===== src/rtl/parking_gate_arbiter.sv =====
// parking_gate_arbiter: round-robin arbiter sharing one parking counter core between
// several entry/exit gates, with legality checks, core strobes and per-gate barrier timers.
module parking_gate_arbiter #(
   parameter int NUM_GATES      = 4,
   parameter int SETTLE_CYCLES  = 2,
   parameter int BARRIER_CYCLES = 8
) (
   input  logic                   clk,
   input  logic                   rst_n,
   input  logic [NUM_GATES-1:0]   gate_req,
   input  logic [2*NUM_GATES-1:0] gate_type,
   input  logic [10:0]            pc,
   input  logic [10:0]            upc,
   input  logic [10:0]            vs,
   input  logic [10:0]            uvs,
   output logic                   ci,
   output logic                   uci,
   output logic                   ce,
   output logic                   uce,
   output logic [NUM_GATES-1:0]   gate_ack,
   output logic [NUM_GATES-1:0]   gate_nack,
   output logic [NUM_GATES-1:0]   barrier_open,
   output logic                   busy,
   output logic [15:0]            deny_cnt
);
   localparam int IW = $clog2(NUM_GATES);
   localparam int SW = $clog2(SETTLE_CYCLES + 1);
   localparam int BW = $clog2(BARRIER_CYCLES + 1);

   typedef enum logic [1:0] {IDLE, CHECK, SETTLE, COOL} state_t;

   state_t         state;
   logic [IW-1:0]  rr, idx, win, j;
   logic [1:0]     kind;
   logic [SW-1:0]  cnt;
   logic [3:0]     strb;
   logic           found, legal, load;
   logic [1:0]     types [NUM_GATES];

   assign {uce, ce, uci, ci} = strb;
   assign load  = state == SETTLE && cnt == '0;
   assign legal = kind == 2'd0 ? vs != '0 :
                  kind == 2'd1 ? uvs != '0 :
                  kind == 2'd2 ? pc != '0 : upc != '0;

   // Scanning downward lets the gate closest to rr overwrite farther winners.
   always_comb begin
      win   = '0;
      found = 1'b0;
      j     = '0;
      for (int i = NUM_GATES - 1; i >= 0; i--) begin
         j = IW'((int'(rr) + i) % NUM_GATES);
         if (gate_req[j] && !barrier_open[j]) begin
            win   = j;
            found = 1'b1;
         end
      end
   end

   for (genvar g = 0; g < NUM_GATES; g++) begin : g_gate
      logic [BW-1:0] t;
      assign types[g]        = gate_type[2*g +: 2];
      assign barrier_open[g] = t != '0;
      always_ff @(posedge clk or negedge rst_n)
         if (!rst_n) t <= '0;
         else t <= (load && idx == IW'(g)) ? BW'(BARRIER_CYCLES) : t - BW'(t != '0);
   end

   always_ff @(posedge clk or negedge rst_n) begin
      if (!rst_n) begin
         state     <= IDLE;
         rr        <= '0;
         idx       <= '0;
         kind      <= '0;
         cnt       <= '0;
         strb      <= '0;
         gate_ack  <= '0;
         gate_nack <= '0;
         busy      <= 1'b0;
         deny_cnt  <= '0;
      end else begin
         strb      <= '0;
         gate_ack  <= '0;
         gate_nack <= '0;
         case (state)
            IDLE:
               if (found) begin
                  idx   <= win;
                  kind  <= types[win];
                  rr    <= (win == IW'(NUM_GATES - 1)) ? '0 : win + 1'b1;
                  state <= CHECK;
                  busy  <= 1'b1;
               end
            CHECK:
               if (legal) begin
                  strb  <= 4'b0001 << kind;
                  cnt   <= SW'(SETTLE_CYCLES - 1);
                  state <= SETTLE;
               end else begin
                  gate_nack[idx] <= 1'b1;
                  deny_cnt       <= deny_cnt + {15'd0, deny_cnt != 16'hFFFF};
                  state          <= COOL;
               end
            SETTLE:
               if (cnt != '0) cnt <= cnt - 1'b1;
               else begin
                  gate_ack[idx] <= 1'b1;
                  state         <= COOL;
               end
            COOL: begin
               state <= IDLE;
               busy  <= 1'b0;
            end
         endcase
      end
   end
endmodule


===== config.mk =====
export PLATFORM = sky130hd
export DESIGN_NAME = parking_gate_arbiter
export DESIGN_NICKNAME = d
export VERILOG_FILES = /design/src/rtl/parking_gate_arbiter.sv
export SDC_FILE = /design/constraint.sdc
export NUM_CORES = 1
export LEC_CHECK = 0
export ABC_CLOCK_PERIOD_IN_PS = 1800
export CORE_AREA = 2 2 119 63
export DETAILED_ROUTE_END_ITERATION = 8
export DIE_AREA = 0 0 121 65
export PLACE_DENSITY_LB_ADDON = 0.3
export SYNTH_ARGS = -nofsm -noshare
export SYNTH_HDL_FRONTEND = slang
export SYNTH_SLANG_ARGS = --single-unit

===== constraint.sdc =====
create_clock -name clk -period 1.8 [get_ports clk]
set_input_delay 0.36 -clock clk [delete_from_list [all_inputs] [get_ports clk]]
set_output_delay 0.36 -clock clk [all_outputs]
set_load 0.01 [all_outputs]

==> impl_metrics.ini <==
[run_status]
status = complete, but fails checks
violations = setup timing

[setup_path]
cp.required_ps = 2020
crit_arrival_ps = 2180
cpPeakStageDelay_ps = 400
path_common_cell = buf_4
worstPathMaxFanout = 6
worstSetupPathType = reg2reg
path_buf_inv = 4
cp_slowest_cell = dfrtp_1
path_delay_family = buffers and inverters
setup.worst_path.start_class = register
cp-end-kind = register
path_cells = nor4_2 -> buf_4 -> buf_6 -> nand3_1 -> a21oi_2 -> a221oi_4 -> buf_12 -> buf_4 -> xor2_1 -> o21ai_1

[placed_design]
place_hpwl_um = 5366
globalplace.congestion = 0.8338
post-place-cells = 497
portBuffers = 90
dpl_cell_area_um2 = 4161

[detailed_routing]
viasPerCell = 4.863
totalWireLength_um = 7430
num_vias = 2558
drt_iter0_markers = 78
wire_per_inst_um = 14.13
dr.pass1.iters = 4
postRouteAntennaNets = 0
post-route-drc-count = 0

[yosys]
synth_top_family_by_area = simple AND/OR/NAND/NOR gates
synth_top_area_cell = dfrtp_1
synth_edf_count = 0
yosys_most_used_dff = dfrtp_1
syn_area_um2 = 2789
synth-simple-area-share = 0.2360
synth_adder_area_share = 0.07178
syn_inst = 276
synth.yosys.seq_area_share = 0.4935
yosysUniqueCellTypes = 42
ys_warn_count = 0
synth_area_leaders = dfrtp_1, ha_1, nand2_1, nor2_1, xnor2_1
ys_ff_latch = 55
avgSynthCellArea_um2 = 10.10
syn_nets = 350
synthXorXnorAreaFrac = 0.06909
async_reset_ff_frac = 1.000
synth_top_area_frac = 0.4935
synth_compound_area_frac = 0.08210
muxShareOfSynthArea = 0.01436

[floorplan]
design.core.area_um2 = 6964
start_util = 0.4005
fp.dieH_um = 65
dieWidth_um = 121
die_area_um2 = 7865
io_pins = 91
rows = 22

[finish]
num_antenna_cells = 0
drive_gt1_frac = 0.2860
syn_to_final_growth_pct = 69.99
final_cells = 526
multi_input_area_um2 = 1608
fin_area_um2 = 4741
num-fill-cells = 560
seq_area_um2 = 1378
fin_nets = 503

[timing]
whs_ps = 41.32
setup_viol = 19
rsz0062_at_grt = true
fmax_mhz = 511.0
timing.final.crit_share = 1.087
relSlewSlack = 0.6703
worstMarginPinSlew_ps = 492.8
hold_viol_final = 0
setup_ws_ps = -157.0
fin_skew_ps = 5.957
maxSlewViolCount = 0
period_minus_slack_ps = 1957

[global_route]
grt_pass1_wl_um = 12280
overflow = 0
grt_usage = 0.1990
grt_antenna_before_repair = 0
grt_max_degree = 56
grt_pass1_vias = 2602

[clock_tree]
clk_root_buffer_cell = clkbuf_16
cts.reportedPaths.clkPinSlew_ps = 70
cts_sinks = 55
ctsLongestPathBuffers = 2
htreeDepth = 2
clk_latency_ps = 300
cts_made_buffers = 5
cts_tree = done

[flow_run]
max_cap_violations = 0

[min_path]
hp-class = in2async

[pwr]
leakage_nw = 2.150
fin_total_pwr_mw = 5.155
p_per_area_nw_per_um2 = 1087
ir_worst_vdd_mv = 0.6383
-- routing by layer --
metal / global-route usage / vias up / part of all wire
met2: 0.3308 / 60 / 0.46
met5: 0 / - / 0
met3: 0.04225 / 7 / 0.050
met1: 0.2674 / 1218 / 0.48
li1: - / 1273 / -
met4: 0.04797 / 0 / 0.0069
-- report_power, final --
group	total, mW	internal [mW]	leakage (nW)	switching, mW
Clock	0.983	0.523	0.0675	0.460
Combinational	2.27	1.24	1.38	1.03
Sequential	1.90	1.58	0.703	0.313
Total	5.16	3.35	2.15	1.81
-- path summary, 6_finish.rpt --
path                                                from  slack, ps  cells past startpoint                       end
worst max-delay path            g_gate[2].t[0]$_DFF_PN0_       -160                     10         rr[1]$_DFFE_PN0P_
worst min-delay path                               rst_n         40                      2  g_gate[0].t[0]$_DFF_PN0_
worst max register to register  g_gate[2].t[0]$_DFF_PN0_       -160                     10         rr[1]$_DFFE_PN0P_
worst min register to register  deny_cnt[15]$_DFFE_PN0P_        510                      1  deny_cnt[15]$_DFFE_PN0P_
max in group asynchronous                          rst_n       1480                      2   deny_cnt[6]$_DFFE_PN0P_
min in group clk                deny_cnt[15]$_DFFE_PN0P_        510                      1  deny_cnt[15]$_DFFE_PN0P_
-- cell type report --
| cell class | count | area share |
|---|---|---|
| inverter | 22 | 0.01847 |
| clock buffer | 6 | 0.02718 |
| tap | 96 | 0.02534 |
| multi-input combinational | 197 | 0.3391 |
| sequential | 55 | 0.2906 |
| clock inverter | 2 | 0.003431 |
| timing repair buffer | 148 | 0.2959 |
-- cells in the final DEF, fill, tap and decap left out, drive strengths merged, types with 2 or more instances in the layout --
cell	Yosys	routed
nand2	33	33
inv	22	23
ha	16	16
nand3	11	11
mux2i	4	4
o21ai	10	10
xnor2	11	11
nor2b	2	2
buf	2	62
nor2	30	30
nor3	11	11
clkdlybuf4s50	0	73
nand2b	2	2
clkdlybuf4s15	0	2
and3	9	9
nand4	8	8
dfrtp	55	55
clkbuf	0	7
o21a	3	3
xor2	11	11
dlygate4sd2	0	9
nor4	12	12
o22ai	2	2
o221ai	2	2
and2	2	2
a21oi	3	3
-- stage by stage --
| step | setup TNS (ps) | setup slack, ps | util |
|---|---|---|---|
| finish | -1113 | -157.0 | 0.6807 |
| global route | -4368 | -257.9 | 0.6807 |
| CTS | -1089 | -145.6 | 0.6583 |
| detailed placement | -16140 | -736.4 | 0.5976 |
| global placement | -11080 | -530.8 | 0.5976 |
| floorplan | -146.1 | -48.16 | - |
-- synthesized netlist by cell type (2+ instances only) --
cell type and number:
nor2_1 30, nor2b_1 2, nor4_2 3, o221ai_1 2, and3_1 9, o21a_1 3, nand4_1 8, xor2_1 11
xnor2_1 11, nand3_1 11, o21ai_0 8, nand2_1 33, mux2i_1 4, nor3_1 10, buf_2 2, nand2b_1 2
a21oi_1 3, nor4_1 8, dfrtp_1 55, ha_1 16, o22ai_1 2, o21ai_2 2, inv_1 22
-- sequential cells by signal, summed over array words and instances, names as in the netlist --
name / flops
state: 2
strb: 4
deny_cnt: 16
kind: 2
cnt: 2
gate_ack: 4
gate_nack: 4
rr: 2
idx: 2
busy: 1
g_gate.t: 16
-- what timing repair did --
action                                  in CTS  in global routing
gates resized for setup                     60                 33
endpoints found under the setup margin      34                 38
cloned                                       1                  0
hold buffers                                 0                  0
buffers inserted                            13                  9
pin swaps                                   25                 22
-- cells by family after synthesis --
logic type / Yosys count
AOI/OAI and AO/OA: 29
xor gates and xnor gates: 22
adders and majority gates: 16
buffers and inverters: 24
DFF: 55
muxes: 4
and+or+nand+nor: 126
No activity file was read; power rests on OpenSTA's default activity.
